## src/rtl/song_sequencer_if.sv

```systemverilog
// song_sequencer_if
//
// Bundles the control pulses, the shared ROM bus and the playback outputs of
// song_sequencer so they travel together between the sequencer and its
// neighbours.
//
// Control inputs are single-cycle pulses. There is no back-pressure: a pulse is
// seen on exactly one rising clock edge and is either acted on or ignored,
// depending on the sequencer state at that edge.
//
// Signals:
//   play, pause, stop   control pulses (stop > pause > play)
//   song_sel            song choice, latched when play is accepted in IDLE
//   loop_en             wrap to step 0 at end of song
//   rom_addr            shared address to both note ROMs
//   rom1_note/rom2_note registered ROM data, one clock after rom_addr
//   note_out            note to the tone generator, 0 = silence
//   step                index of the step currently sounding
//   busy                high outside IDLE
//   done                one-cycle pulse when a non-looping song ends
//   dbg_state           current sequencer state (IDLE/LOAD/PLAY/PAUSED)
//
// Modports: master = user/ROM side, slave = the sequencer itself.
interface song_sequencer_if #(
    parameter int ADDR_W = 10,
    parameter int NOTE_W = 10
);
    logic              play;
    logic              pause;
    logic              stop;
    logic              song_sel;
    logic              loop_en;
    logic [ADDR_W-1:0] rom_addr;
    logic [NOTE_W-1:0] rom1_note;
    logic [NOTE_W-1:0] rom2_note;
    logic [NOTE_W-1:0] note_out;
    logic [ADDR_W-1:0] step;
    logic              busy;
    logic              done;
    logic [1:0]        dbg_state;

    modport master (
        output play, pause, stop, song_sel, loop_en, rom1_note, rom2_note,
        input  rom_addr, note_out, step, busy, done, dbg_state
    );

    modport slave (
        input  play, pause, stop, song_sel, loop_en, rom1_note, rom2_note,
        output rom_addr, note_out, step, busy, done, dbg_state
    );
endinterface

```

## src/rtl/song_sequencer.sv

```systemverilog
// song_sequencer
//
// Tempo-driven playback controller for two note ROMs sharing one address bus.
// One step is played every TICK_DIV clocks. The address of the next step is
// presented as soon as a step starts, so the ROMs' registered read has settled
// well before the step boundary latches it into the held note.
//
// Ports:
//   clk  system clock
//   rst  asynchronous, active-high reset
//   bus  song_sequencer_if.slave (controls, ROM bus, playback outputs)
//
// Parameters: TICK_DIV (clocks per step, >= 4), LEN1/LEN2 (song lengths),
// ADDR_W, NOTE_W, ARTIC_CYC (articulation gap length, <= TICK_DIV-3).
//
// Optional feature: define ARTIC_GAP_EN to silence the tail of a step whose
// successor has the same (non-zero) note, so repeats are heard as separate
// notes instead of one sustained tone.
module song_sequencer #(
    parameter int TICK_DIV  = 6250000,
    parameter int LEN1      = 365,
    parameter int LEN2      = 261,
    parameter int ADDR_W    = 10,
    parameter int NOTE_W    = 10,
    parameter int ARTIC_CYC = 500000
) (
    input logic             clk,
    input logic             rst,
    song_sequencer_if.slave bus
);

    localparam int                TICK_W      = (TICK_DIV > 2) ? $clog2(TICK_DIV) : 1;
    localparam logic [TICK_W-1:0] TICK_LAST   = TICK_W'(TICK_DIV - 1);
    localparam logic [ADDR_W-1:0] LEN1_A      = ADDR_W'(LEN1);
    localparam logic [ADDR_W-1:0] LEN2_A      = ADDR_W'(LEN2);
    localparam logic [31:0]       ARTIC_START = 32'(TICK_DIV - ARTIC_CYC);

`ifdef ARTIC_GAP_EN
    localparam bit GAP_EN = 1'b1;
`else
    localparam bit GAP_EN = 1'b0;
`endif

    typedef enum logic [1:0] {
        S_IDLE   = 2'd0,
        S_LOAD   = 2'd1,
        S_PLAY   = 2'd2,
        S_PAUSED = 2'd3
    } state_t;

    state_t            state, state_nx;
    logic              sel_q, sel_nx;
    logic [ADDR_W-1:0] addr_q, addr_nx;
    logic [ADDR_W-1:0] step_q, step_nx;
    logic [NOTE_W-1:0] held_q, held_nx;
    logic [TICK_W-1:0] tick_q, tick_nx;
    logic [1:0]        load_q, load_nx;
    logic              done_q, done_nx;

    logic [NOTE_W-1:0] rom_q;
    logic [ADDR_W-1:0] len;
    logic              last_step;
    logic [ADDR_W:0]   step_p2;
    logic              wrap_next;
    logic [ADDR_W-1:0] first_addr;
    logic              gap;

    assign rom_q      = sel_q ? bus.rom2_note : bus.rom1_note;
    assign len        = sel_q ? LEN2_A : LEN1_A;
    assign last_step  = (step_q == len - ADDR_W'(1));
    // Address of the step after the next one; one extra bit so it cannot wrap.
    assign step_p2    = {1'b0, step_q} + (ADDR_W + 1)'(2);
    assign wrap_next  = (step_p2 == {1'b0, len});
    // Prefetch target once step 0 is sounding (a one-step song re-reads 0).
    assign first_addr = (len == ADDR_W'(1)) ? '0 : ADDR_W'(1);

    // Articulation gap: the upcoming note (already prefetched on rom_q) equals
    // the one sounding, so the last ARTIC_CYC clocks of the step are silenced.
    assign gap = GAP_EN && (32'(tick_q) >= ARTIC_START) &&
                 (rom_q == held_q) && (held_q != '0);

    always_ff @(posedge clk or posedge rst) begin
        if (rst) begin
            state  <= S_IDLE;
            sel_q  <= 1'b0;
            addr_q <= '0;
            step_q <= '0;
            held_q <= '0;
            tick_q <= '0;
            load_q <= '0;
            done_q <= 1'b0;
        end else begin
            state  <= state_nx;
            sel_q  <= sel_nx;
            addr_q <= addr_nx;
            step_q <= step_nx;
            held_q <= held_nx;
            tick_q <= tick_nx;
            load_q <= load_nx;
            done_q <= done_nx;
        end
    end

    always_comb begin
        state_nx = state;
        sel_nx   = sel_q;
        addr_nx  = addr_q;
        step_nx  = step_q;
        held_nx  = held_q;
        tick_nx  = tick_q;
        load_nx  = load_q;
        done_nx  = 1'b0;

        if (bus.stop) begin
            state_nx = S_IDLE;
            addr_nx  = '0;
            step_nx  = '0;
            held_nx  = '0;
            tick_nx  = '0;
            load_nx  = '0;
        end else begin
            case (state)
                S_IDLE: begin
                    if (bus.play) begin
                        sel_nx   = bus.song_sel;
                        addr_nx  = '0;
                        load_nx  = '0;
                        state_nx = S_LOAD;
                    end
                end
                S_LOAD: begin
                    // Waits out the ROM read of step 0 before it is latched.
                    if (load_q == 2'd2) begin
                        held_nx  = rom_q;
                        step_nx  = '0;
                        addr_nx  = first_addr;
                        tick_nx  = '0;
                        state_nx = S_PLAY;
                    end else begin
                        load_nx = load_q + 2'd1;
                    end
                end
                S_PLAY: begin
                    if (bus.pause) begin
                        state_nx = S_PAUSED;
                    end else if (tick_q == TICK_LAST) begin
                        tick_nx = '0;
                        if (!last_step) begin
                            step_nx = step_q + ADDR_W'(1);
                            held_nx = rom_q;
                            addr_nx = wrap_next ? '0 : step_p2[ADDR_W-1:0];
                        end else if (bus.loop_en) begin
                            step_nx = '0;
                            held_nx = rom_q;
                            addr_nx = first_addr;
                        end else begin
                            done_nx  = 1'b1;
                            step_nx  = '0;
                            held_nx  = '0;
                            addr_nx  = '0;
                            state_nx = S_IDLE;
                        end
                    end else begin
                        tick_nx = tick_q + TICK_W'(1);
                    end
                end
                S_PAUSED: begin
                    if (bus.play) begin
                        state_nx = S_PLAY;
                    end
                end
                default: state_nx = S_IDLE;
            endcase
        end
    end

    // Only PLAY sounds; PAUSED mutes while held_q keeps the note for resume.
    assign bus.note_out  = (state == S_PLAY && !gap) ? held_q : '0;
    assign bus.rom_addr  = addr_q;
    assign bus.step      = step_q;
    assign bus.busy      = (state != S_IDLE);
    assign bus.done      = done_q;
    assign bus.dbg_state = state;

endmodule

```

## src/flat_wrapper.sv

```systemverilog
// flat-port wrapper written by rule: the top's interface ports become plain ports
module song_sequencer_flat 
#(
    parameter int TICK_DIV  = 6250000,
    parameter int LEN1      = 365,
    parameter int LEN2      = 261,
    parameter int ADDR_W    = 10,
    parameter int NOTE_W    = 10,
    parameter int ARTIC_CYC = 500000
)
  (clk, rst, bus_play, bus_pause, bus_stop, bus_song_sel, bus_loop_en, bus_rom1_note, bus_rom2_note, bus_rom_addr, bus_note_out, bus_step, bus_busy, bus_done, bus_dbg_state);
  song_sequencer_if #(.ADDR_W(ADDR_W), .NOTE_W(NOTE_W)) bus_i ();
  input logic clk;
  input logic rst;
  input wire logic [$bits(bus_i.play)-1:0] bus_play;
  input wire logic [$bits(bus_i.pause)-1:0] bus_pause;
  input wire logic [$bits(bus_i.stop)-1:0] bus_stop;
  input wire logic [$bits(bus_i.song_sel)-1:0] bus_song_sel;
  input wire logic [$bits(bus_i.loop_en)-1:0] bus_loop_en;
  input wire logic [$bits(bus_i.rom1_note)-1:0] bus_rom1_note;
  input wire logic [$bits(bus_i.rom2_note)-1:0] bus_rom2_note;
  output wire logic [$bits(bus_i.rom_addr)-1:0] bus_rom_addr;
  output wire logic [$bits(bus_i.note_out)-1:0] bus_note_out;
  output wire logic [$bits(bus_i.step)-1:0] bus_step;
  output wire logic [$bits(bus_i.busy)-1:0] bus_busy;
  output wire logic [$bits(bus_i.done)-1:0] bus_done;
  output wire logic [$bits(bus_i.dbg_state)-1:0] bus_dbg_state;
  assign bus_i.play = bus_play;
  assign bus_i.pause = bus_pause;
  assign bus_i.stop = bus_stop;
  assign bus_i.song_sel = bus_song_sel;
  assign bus_i.loop_en = bus_loop_en;
  assign bus_i.rom1_note = bus_rom1_note;
  assign bus_i.rom2_note = bus_rom2_note;
  assign bus_rom_addr = bus_i.rom_addr;
  assign bus_note_out = bus_i.note_out;
  assign bus_step = bus_i.step;
  assign bus_busy = bus_i.busy;
  assign bus_done = bus_i.done;
  assign bus_dbg_state = bus_i.dbg_state;
  song_sequencer #(.TICK_DIV(TICK_DIV), .LEN1(LEN1), .LEN2(LEN2), .ADDR_W(ADDR_W), .NOTE_W(NOTE_W), .ARTIC_CYC(ARTIC_CYC)) u_core (.clk(clk), .rst(rst), .bus(bus_i));
endmodule
```

## config.mk

```make
export PLATFORM = sky130hd
export DESIGN_NAME = song_sequencer_flat
export DESIGN_NICKNAME = d
export VERILOG_FILES = /design/src/rtl/song_sequencer_if.sv /design/src/rtl/song_sequencer.sv /design/src/flat_wrapper.sv
export SDC_FILE = /design/constraint.sdc
export NUM_CORES = 1
export LEC_CHECK = 0
export CORE_UTILIZATION = 25
export CTS_CLUSTER_DIAMETER = 150
export CTS_CLUSTER_SIZE = 12
export DETAILED_ROUTE_END_ITERATION = 10
export GPL_TIMING_DRIVEN = 1
export SKIP_LAST_GASP = 1
export SYNTH_ARGS = -nofsm -noshare
export SYNTH_HDL_FRONTEND = slang
export SYNTH_SLANG_ARGS = --single-unit
```

## constraint.sdc

```tcl
create_clock -name clk -period 2.91 [get_ports clk]
set_input_delay 0.4365 -clock clk [delete_from_list [all_inputs] [get_ports clk]]
set_output_delay 0.4365 -clock clk [all_outputs]
set_load 0.02 [all_outputs]
```

==> metrics, run 1 <==
GRT Total Usage 0.1334; number of synthesized flops with an enable pin 0; master cell of the clock root buffer clkbuf_16; Post-CTS Setup Inserts 0; detail-routed net length per standard cell between 10 and 15 microns; Final Setup Violations 0; Final Critical Period ~2.5 ns; slowest stage cell on the critical path clkdlybuf4s50_1; final hold violation count 0; data required time at the worst endpoint around 2.5 ns; number of buffers inserted by port buffering 60; final worst-path cycle share 0.8662; Cell variety after synth between 60 and 70; TritonCTS clock tree done; measured slew at the worst slew-check pin approximately 0.64 ns; signed area change from the synthesized netlist to the final layout 32.70%; Max Buffers Root-to-Sink 2; Post-Route Setup TNS 0 ns; most used cells in the layout excluding fill and tap cells clkdlybuf4s50_1 (60), dfrtp_1 (59), nor2_1 (29); number of max-cap violations 0; initial antenna violation count 0; fin. max-slew vios 0; Largest stage delay, worst path around 0.60 ns; placed inst area 4409 sq um; Row Count 43; Rel. slew slack 0.5725; clock transition at the registers of the reported paths 0.06 ns; Cell Pwr Density 635.7 nW/um^2; ys async rst share 1.000; post-route standard cell area excluding fillers roughly 4700 sq um; element type at the critical path end output pin; Resize count post-CTS 0; standard cell core area 13880 sq um; vias per inst between 4 and 5; vias in the first global route 3020; static leakage power between 1.5 and 2 nW; slack of the worst reg-to-reg path 0.40 ns; setup repair after global routing missed its margin false; Crit path arrival time between 2 and 2.5 ns; cell area after technology mapping about 3600 sq um; Starting Density 0.2572; number of buffers added to fix hold violations after cts 0; run status complete, no violations; peak supply drop 0.2950 mV; wire length reported by the detailed router ~9.2 mm; share of the yosys chip area belonging to registers 0.4136; gate count after technology mapping 382; maximum clock rate 396.7 MHz; maximum fanout count along the critical path 10; routability congestion estimate around 0.77; most common cell after layout, fill and taps aside clkdlybuf4s50_1; Warnings, synthesis 0; synthesized area divided by synthesized cell count between 9 and 10 sq um; die width approximately 120 microns; number of DRC markers after the initial detailed-route iteration 162; pin count of the biggest net entering global routing 24; final worst hold slack about 0.47 ns; minimum setup slack in the final design between 0.3 and 0.4 ns; Core Util, Final 0.3413; Final HPWL DP just under 7 mm; startpoint class of the critical path register; top cell family by delay on the critical path buffers and inverters; Top-Level Pins just over 60; critical path class register to output pin; worst skew pair latency 0.33 ns; final layout net count a little under 500; Buf+Inv Stages, Crit Path 3; number of buffers added by the clock tree synthesis step 9; Yosys reg bits approximately 60; DRT antenna net count 0; area enclosed by the die boundary around 15000 sq um; net count of the mapped netlist 418; Worst Clk Skew approximately 0.010 ns; first-pass GRT wire length 15.39 mm; number of antenna cells inserted 0; first-pass detailed-route iteration total 4; pre-CTS WS 0.3583 ns; primary flip-flop cell chosen by synthesis mapping dfrtp_1; total number of vias approximately 3100; layout cells sized above 1 0.1000; overflow left after global routing 0; number of levels in the clock H-tree 3; clock sinks roughly 60; Hold Path Class input port to async pin; Chip Height about 120 microns; number of remaining DRC errors 0; critical path, cell by cell inv_1, ha_1, buf_4, and2_1, clkdlybuf4s50_1
-- per-layer routing --
layer  vias up  wire length [microns]  track usage
li1       1544                      -            -
met4         0                     66      0.03241
met1      1540                   4336       0.1733
met5         -                      0            0
met2        55                   4505       0.2184
met3         8                    322      0.03571
-- worst register-to-register path: cells and delay by family (launching register included) --
kind,cells,cell delay (ns)
AOI/OAI and AO/OA,2,0.33
adders and majority gates,1,0.36
buffers and inverters,1,0.12
DFF,1,0.41
and+or+nand+nor,3,1.21
-- cell families after synthesis --
kind of cell,Yosys count,synth area share
buf+inv,39,0.04556
flops,59,0.4136
compound gates,94,0.1900
xor+xnor,21,0.05153
fa+ha+maj,9,0.03155
mux,16,0.04556
simple gates,144,0.2222
-- worst paths after layout --
| check | start | depth (start not counted) | end |
|---|---|---|---|
| min in group clk | u_core.held_q[5]$_DFFE_PP0P_ | 1 | u_core.held_q[5]$_DFFE_PP0P_ |
| hold / removal | rst | 2 | u_core.held_q[6]$_DFFE_PP0P_ |
| max in group asynchronous | rst | 3 | u_core.sel_q$_DFFE_PP0P_ |
| setup / recovery | u_core.bus.dbg_state[0]$_DFFE_PP0P_ | 5 | bus_note_out[2] |
| hold reg to reg | u_core.held_q[5]$_DFFE_PP0P_ | 1 | u_core.held_q[5]$_DFFE_PP0P_ |
| setup reg to reg | u_core.bus.dbg_state[1]$_DFFE_PP0P_ | 7 | u_core.tick_q[21]$_DFFE_PP0P_ |
-- area by class of cell --
| class | count | area (sq um) |
|---|---|---|
| inverters | 15 | 56.30 |
| clock buffers | 10 | 239.0 |
| fillers | 1436 | 9144 |
| repair buffers | 76 | 720.7 |
| well taps | 180 | 225.2 |
| clock inverters | 6 | 88.84 |
| flip-flops and latches | 59 | 1476 |
| multi-input cells | 284 | 1931 |
-- registers in the layout, summed over array words and instances, names as in the netlist --
name and count:
u_core.bus.dbg_state 2, u_core.bus.done 1, u_core.bus.rom_addr 10, u_core.bus.step 10, u_core.held_q 10, u_core.load_q 2
u_core.sel_q 1, u_core.tick_q 23
-- stage by stage --
| step | total power (W) | std cells |
|---|---|---|
| after floorplan | 0.001587 | 382 |
| after global placement | 0.001850 | 614 |
| after detailed placement | 0.001870 | 614 |
| after CTS | 0.003046 | 630 |
| after global routing | 0.003190 | 630 |
| final | 0.003011 | 630 |
-- report_power, final --
group,internal (W),switching [W]
clock,0.000772,0.000387
combinational,0.000355,0.000521
sequential,0.000911,0.0000657
total,0.00204,0.000974
-- synth_stat cells, types with 2 or more instances --
cell type / number / share of area
dfrtp_1: 59 / 0.41
nor2_1: 29 / 0.030
nand2_1: 25 / 0.026
o21ai_0: 24 / 0.034
clkbuf_1: 18 / 0.019
xnor2_1: 18 / 0.044
inv_1: 15 / 0.016
mux2i_1: 14 / 0.039
nand3_1: 14 / 0.020
nor3_1: 14 / 0.020
o31ai_1: 14 / 0.029
o2bb2ai_1: 12 / 0.029
a21oi_1: 11 / 0.015
and2_1: 11 / 0.019
ha_1: 9 / 0.032
nand4_1: 8 / 0.014
nand2b_1: 6 / 0.011
and3_1: 5 / 0.0088
o22ai_1: 5 / 0.0088
o41ai_1: 5 / 0.012
buf_2: 4 / 0.0056
nor3b_1: 4 / 0.0084
nor4_1: 4 / 0.0070
or2_2: 3 / 0.0053
or3_1: 3 / 0.0053
or4_1: 3 / 0.0063
xor2_1: 3 / 0.0074
a2111o_1: 2 / 0.0063
a211o_1: 2 / 0.0049
a211oi_1: 2 / 0.0042
a32o_1: 2 / 0.0056
nand3b_1: 2 / 0.0042
nor4b_1: 2 / 0.0049
o221ai_1: 2 / 0.0049
or4b_1: 2 / 0.0056
Power figures use the tool's default switching activity.
==> run 2: changes to the inputs <==
--- a/config.mk
+++ b/config.mk
@@ -10,6 +10,8 @@
 export CTS_CLUSTER_SIZE = 12
 export DETAILED_ROUTE_END_ITERATION = 10
 export GPL_TIMING_DRIVEN = 1
+export HOLD_SLACK_MARGIN = 0.03
+export PLACE_DENSITY_LB_ADDON = 0.08
 export SKIP_LAST_GASP = 1
 export SYNTH_ARGS = -nofsm -noshare
 export SYNTH_HDL_FRONTEND = slang
==> metrics, run 2 (synthesis gave the netlist of run 1 again) <==
standard cell core area 13880 sq um (unchanged); startpoint class of the critical path register; count of cells along the worst hold path 1; placed inst area 4444 sq um (+0.79%); Crit path arrival time 2.79 ns (+0.71 ns); Starting Density 0.2572 (unchanged); number of antenna cells inserted 0 (unchanged); Final Critical Period 2.568 ns (+0.04757 ns); data required time at the worst endpoint 3.13 ns (+0.66 ns); peak supply drop 0.2488 mV (-16%); Top-Level Pins 61 (unchanged); most common cell after layout, fill and taps aside clkdlybuf4s50_1; Final HPWL DP 7.291 mm (+5.3%); layout cells sized above 1 0.09934 (-0.0006623); wire length reported by the detailed router 10.05 mm (+8.9%); Cell Pwr Density 606.1 nW/um^2 (-4.6%); final worst hold slack 0.4759 ns (+0.01072 ns); r2r worst-path depth 7 (unchanged); Post-Route Setup TNS 0 ns (unchanged); GRT Total Usage 0.1492 (+0.01575); Hold Path Class register to register; static leakage power 1.864 nW (+0.15%); fin. max-slew vios 0 (unchanged); initial antenna violation count 0 (unchanged); Power Total 0.002860 W (-5.0%); clock transition at the registers of the reported paths 0.05 ns (about the same); master cell of the clock root buffer clkbuf_16; Resize count post-CTS 0 (unchanged); number of buffers inserted by port buffering 60 (unchanged); detail-routed net length per standard cell 15.88 microns (+8.4%); clock sinks 59 (unchanged); area enclosed by the die boundary 14760 sq um (unchanged); vias in the first global route 3198 (+5.9%); fill cell count 1463 (+1.9%); vias per inst 4.945 (-1.0%); final hold violation count 0 (unchanged); number of DRC markers after the initial detailed-route iteration 129 (-20%); number of remaining DRC errors 0 (unchanged); worst skew pair latency 0.33 ns (about the same); routability congestion estimate 0.7301 (-5.7%); number of buffers added to fix hold violations after cts 0 (unchanged); Max Buffers Root-to-Sink 2 (unchanged); first-pass GRT wire length 16.87 mm (+9.6%); Final Setup Violations 0 (unchanged); final worst-path cycle share 0.8825 (+0.01635); setup repair after global routing missed its margin false; number of flip-flops under the largest register name 23 (unchanged); post-route standard cell area excluding fillers 4718 sq um (-0.40%); number of levels in the clock H-tree 3 (unchanged); maximum fanout count along the critical path 8 (-2); Post-CTS Setup Inserts 0 (unchanged); maximum clock rate 389.4 MHz (-1.9%); Row Count 43 (unchanged); first-pass detailed-route iteration total 6 (+2); register with the highest flop count u_core.tick_q; final layout net count 484 (+0.62%); element type at the critical path end register; run status complete, no violations; DRT antenna net count 0 (unchanged); most used cells in the layout excluding fill and tap cells clkdlybuf4s50_1 (60), dfrtp_1 (59), nor2_1 (29); signed area change from the synthesized netlist to the final layout 32.18%; measured slew at the worst slew-check pin 0.6810 ns (+0.03977 ns); overflow left after global routing 0 (unchanged); number of max-cap violations 0 (unchanged); TritonCTS clock tree done; Rel. slew slack 0.5443 (-0.02819); critical path class register to register; Worst Clk Skew 0.007308 ns (-0.002988 ns); Chip Height 121.5 microns (unchanged); number of buffers added by the clock tree synthesis step 9 (unchanged); pin count of the biggest net entering global routing 60 (+150%); die width 121.5 microns (unchanged); total number of vias 3130 (-0.54%)
[run 2: changes by cell type in the layout (fill, tap and decap cells not counted)]
cell / before / now
clkbuf_1: 0 / 3
buf_4: 16 / 18
bufinv_16: 2 / 0
clkinvlp_4: 2 / 0
buf_12: 0 / 1
clkbuf_8: 1 / 2
clkinv_2: 1 / 2
clkinv_4: 1 / 0
[run 2: per-layer routing]
layer  vias up  global-route usage  part of all wire
met5         -                   0                 0
met4         0             0.06559             0.025
met3        16             0.03383             0.031
met2        46              0.2418              0.47
met1      1524              0.1882              0.47
li1       1544                   -                 -
[run 2: final cells by class]
type | count | area [sq um] | area share
tap | 180 | 225.2 | 0.04773
sequential | 59 | 1476 | 0.3129
inverter | 15 | 56.30 | 0.01193
multi-input combinational | 284 | 1931 | 0.4092
timing repair buffer | 79 | 755.7 | 0.1602
clock inverter | 2 | 10.01 | 0.002121
clock buffer | 14 | 264.0 | 0.05595
[run 2: path summary, 6_finish.rpt]
| kind | start | endpoint | slack, ns |
|---|---|---|---|
| min in group asynchronous | rst | u_core.held_q[2]$_DFFE_PP0P_ | 0.50 |
| hold / removal | u_core.held_q[4]$_DFFE_PP0P_ | u_core.held_q[4]$_DFFE_PP0P_ | 0.48 |
| max in group asynchronous | rst | u_core.bus.rom_addr[4]$_DFFE_PP0P_ | 2.14 |
| hold reg to reg | u_core.held_q[4]$_DFFE_PP0P_ | u_core.held_q[4]$_DFFE_PP0P_ | 0.48 |
| setup / recovery | u_core.bus.dbg_state[0]$_DFFE_PP0P_ | u_core.bus.step[8]$_DFFE_PP0P_ | 0.34 |
| setup reg to reg | u_core.bus.dbg_state[0]$_DFFE_PP0P_ | u_core.bus.step[8]$_DFFE_PP0P_ | 0.34 |
[run 2: power by group]
| group | switching [W] | leakage, nW | internal [W] |
|---|---|---|---|
| logic | 0.000533 | 0.918 | 0.000368 |
| clock network | 0.000363 | 0.137 | 0.000620 |
| registers | 0.0000651 | 0.810 | 0.000912 |
[run 2: stage by stage]
| stage | utilization | cells | setup slack [ns] |
|---|---|---|---|
| 6_report | 0.3399 | 633 | 0.3419 |
| 5_1_grt | 0.3399 | 633 | 0.02347 |
| 4_1_cts | 0.3399 | 633 | 0.2836 |
| 3_5_place_dp | 0.3202 | 617 | 0.2076 |
| 3_3_place_gp | 0.3202 | 617 | 0.1855 |
| 2_1_floorplan | - | 382 | 0.5120 |
[run 2: critical path: stages, from the launching register on]
cell and delay (ns):
dfrtp_1 0.43, inv_1 0.10, ha_1 0.28, nand2b_1 0.21
buf_4 0.23, nor2_1 0.43, nand3_1 0.41, o31ai_1 0.36
==> run 3: changes to the inputs <==
--- a/config.mk
+++ b/config.mk
@@ -5,6 +5,7 @@
 export SDC_FILE = /design/constraint.sdc
 export NUM_CORES = 1
 export LEC_CHECK = 0
+export CORE_ASPECT_RATIO = 0.6
 export CORE_UTILIZATION = 25
 export CTS_CLUSTER_DIAMETER = 150
 export CTS_CLUSTER_SIZE = 12
@@ -12,6 +13,7 @@
 export GPL_TIMING_DRIVEN = 1
 export HOLD_SLACK_MARGIN = 0.03
 export PLACE_DENSITY_LB_ADDON = 0.08
+export REMOVE_ABC_BUFFERS = 1
 export SKIP_LAST_GASP = 1
 export SYNTH_ARGS = -nofsm -noshare
 export SYNTH_HDL_FRONTEND = slang
==> metrics, run 3 (synthesis gave the netlist of run 1 again) <==
run status complete, no violations; slack of the worst reg-to-reg path 0.29 ns (-0.05 ns); number of levels in the clock H-tree 3 (unchanged); signed area change from the synthesized netlist to the final layout 33.61%; final hold violation count 0 (unchanged); measured slew at the worst slew-check pin 0.8052 ns (+0.1242 ns); vias in the first global route 3049 (-4.7%); DRT antenna net count 0 (unchanged); final layout net count 486 (+0.41%); Top-Level Pins 61 (unchanged); hold path start u_core.held_q[5]$_DFFE_PP0P_; critical path class register to output pin; number of antenna cells inserted 0 (unchanged); critical path, cell by cell inv_1, ha_1, buf_4, and2_1, clkdlybuf4s50_1; detail-routed net length per standard cell 16.66 microns (+4.9%); vias per inst 4.879 (-1.3%); Largest stage delay, worst path 0.60 ns (+0.17 ns); r2r worst-path depth 7 (unchanged); area enclosed by the die boundary 14780 sq um (+0.10%); power dissipated by switching net loads 0.001019 W (+6.1%); Post-CTS Setup Inserts 0 (unchanged); net switching share of the total power 0.3414 (+0.005538); Finished Layout Cells 647 (+2.2%); total number of vias 3157 (+0.86%); Critical path destination bus_note_out[9]; Final Critical Period 2.630 ns (+0.06150 ns); GRT Total Usage 0.1574 (+0.008259); fraction of power consumed by the clock network 0.356 (+0.012); Starting Density 0.2588 (+0.001680); Chip Height 94.56 microns (-22%); routability congestion estimate 0.7859 (+7.6%); most used cells in the layout excluding fill and tap cells clkdlybuf4s50_1 (60), dfrtp_1 (59), nor2_1 (29); clock sinks 59 (unchanged); final worst-path cycle share 0.9036 (+0.02113); Post-Route Setup TNS 0 ns (unchanged); pin count of the biggest net entering global routing 60 (unchanged); number of remaining DRC errors 0 (unchanged); maximum clock rate 380.3 MHz (-2.3%); number of buffers added by the clock tree synthesis step 9 (unchanged); layout cells sized above 1 0.1077 (+0.008355); Worst Clk Skew 0.003845 ns (-0.003463 ns); wire length reported by the detailed router 10.78 mm (+7.3%); number of buffers inserted by port buffering 60 (unchanged); Row Count 33 (-23%); Resize count post-CTS 0 (unchanged); top cell family by delay on the critical path buffers and inverters; Worst path depth 5 (-2); fill cell count 1445 (-1.2%); reg-to-reg endpoint u_core.tick_q[19]$_DFFE_PP0P_; clock transition at the registers of the reported paths 0.05 ns (about the same); internal portion of total power 0.001966 W (+3.5%); number of flip-flops under the largest register name 23 (unchanged); Rel. slew slack 0.4632 (-0.08112); most common cell after layout, fill and taps aside clkdlybuf4s50_1; minimum setup slack in the final design 0.2804 ns (-0.06150 ns); setup repair after global routing missed its margin false; Hold Path Class register to register; peak supply drop 0.2386 mV (-4.1%); Combinational Power Share 0.317 (+0.002); number of max-cap violations 0 (unchanged); Final HPWL DP 7.857 mm (+7.8%); maximum fanout count along the critical path 9 (+1); Final Setup Violations 0 (unchanged); initial antenna violation count 0 (unchanged); first-pass GRT wire length 17.40 mm (+3.1%); Cell Pwr Density 625.9 nW/um^2 (+3.3%); element type at the critical path end output pin; fin. max-slew vios 0 (unchanged); origin of the worst setup path u_core.bus.dbg_state[0]$_DFFE_PP0P_; worst skew pair latency 0.33 ns (about the same); Buf+Inv Stages, Crit Path 3 (+1); data required time at the worst endpoint 2.47 ns (-0.66 ns); static leakage power 1.884 nW (+1.0%); Crit path arrival time 2.19 ns (-0.60 ns); pre-CTS WS 0.2250 ns (+0.01737 ns); register with the highest flop count u_core.tick_q; Reg-to-Reg Start u_core.bus.dbg_state[0]$_DFFE_PP0P_; number of buffers added to fix hold violations after cts 0 (unchanged); post-route standard cell area excluding fillers 4770 sq um (+1.1%); TritonCTS clock tree done; master cell of the clock root buffer clkbuf_16; startpoint class of the critical path register; placed inst area 4474 sq um (+0.68%); Max Buffers Root-to-Sink 2 (unchanged); standard cell core area 13790 sq um (-0.65%); cell count after placement 631 (+2.3%); overflow left after global routing 0 (unchanged); number of DRC markers after the initial detailed-route iteration 173 (+34%); first-pass detailed-route iteration total 6 (unchanged); die width 156.3 microns (+29%); relative contribution of sequential cells to total power 0.327 (-0.015); slowest stage cell on the critical path clkdlybuf4s50_1
## run 3: worst min-delay path by stage
| stage | cells after the start | endpoint | slack [ns] |
|---|---|---|---|
| after floorplan | 1 | u_core.held_q[0]$_DFFE_PP0P_ | 0.45 |
| after global placement | 1 | u_core.held_q[8]$_DFFE_PP0P_ | 0.46 |
| after detailed placement | 1 | u_core.held_q[5]$_DFFE_PP0P_ | 0.47 |
| after CTS | 1 | u_core.held_q[6]$_DFFE_PP0P_ | 0.48 |
| after global routing | 1 | u_core.held_q[1]$_DFFE_PP0P_ | 0.50 |
| final | 1 | u_core.held_q[5]$_DFFE_PP0P_ | 0.48 |
## run 3: area by class of cell
cell class / instances / area (sq um) / area share
clock buffer: 11 / 242.7 / 0.05089
multi-input combinational: 284 / 1931 / 0.4048
clock inverter: 5 / 52.55 / 0.01102
tap: 192 / 240.2 / 0.05037
sequential: 59 / 1476 / 0.3095
timing repair buffer: 81 / 770.7 / 0.1616
inverter: 15 / 56.30 / 0.01180
## run 3: stage by stage
stage	hold WS, ns	util	total power (W)
after floorplan	0.4481	-	0.001536
after global placement	0.4623	0.3244	0.001944
after detailed placement	0.4664	0.3244	0.001946
after CTS	0.4828	0.3459	0.003040
after global routing	0.5007	0.3459	0.003175
final	0.4788	0.3459	0.002985
## run 3: power by group through the flow
stage,Clock [W],Sequential [W],Combinational [W]
floorplan,0,0.00102,0.000517
global placement,0,0.000988,0.000955
detailed placement,0,0.000986,0.000960
CTS,0.00110,0.000977,0.000961
global route,0.00113,0.000990,0.00105
finish,0.00106,0.000977,0.000946
## run 3: routing by layer
layer	global-route usage	vias to the layer above	wire (microns)
met4	0.04167	0	74
li1	-	1550	-
met5	0	-	0
met1	0.2464	1503	5988
met2	0.2016	99	3960
met3	0.04452	5	759
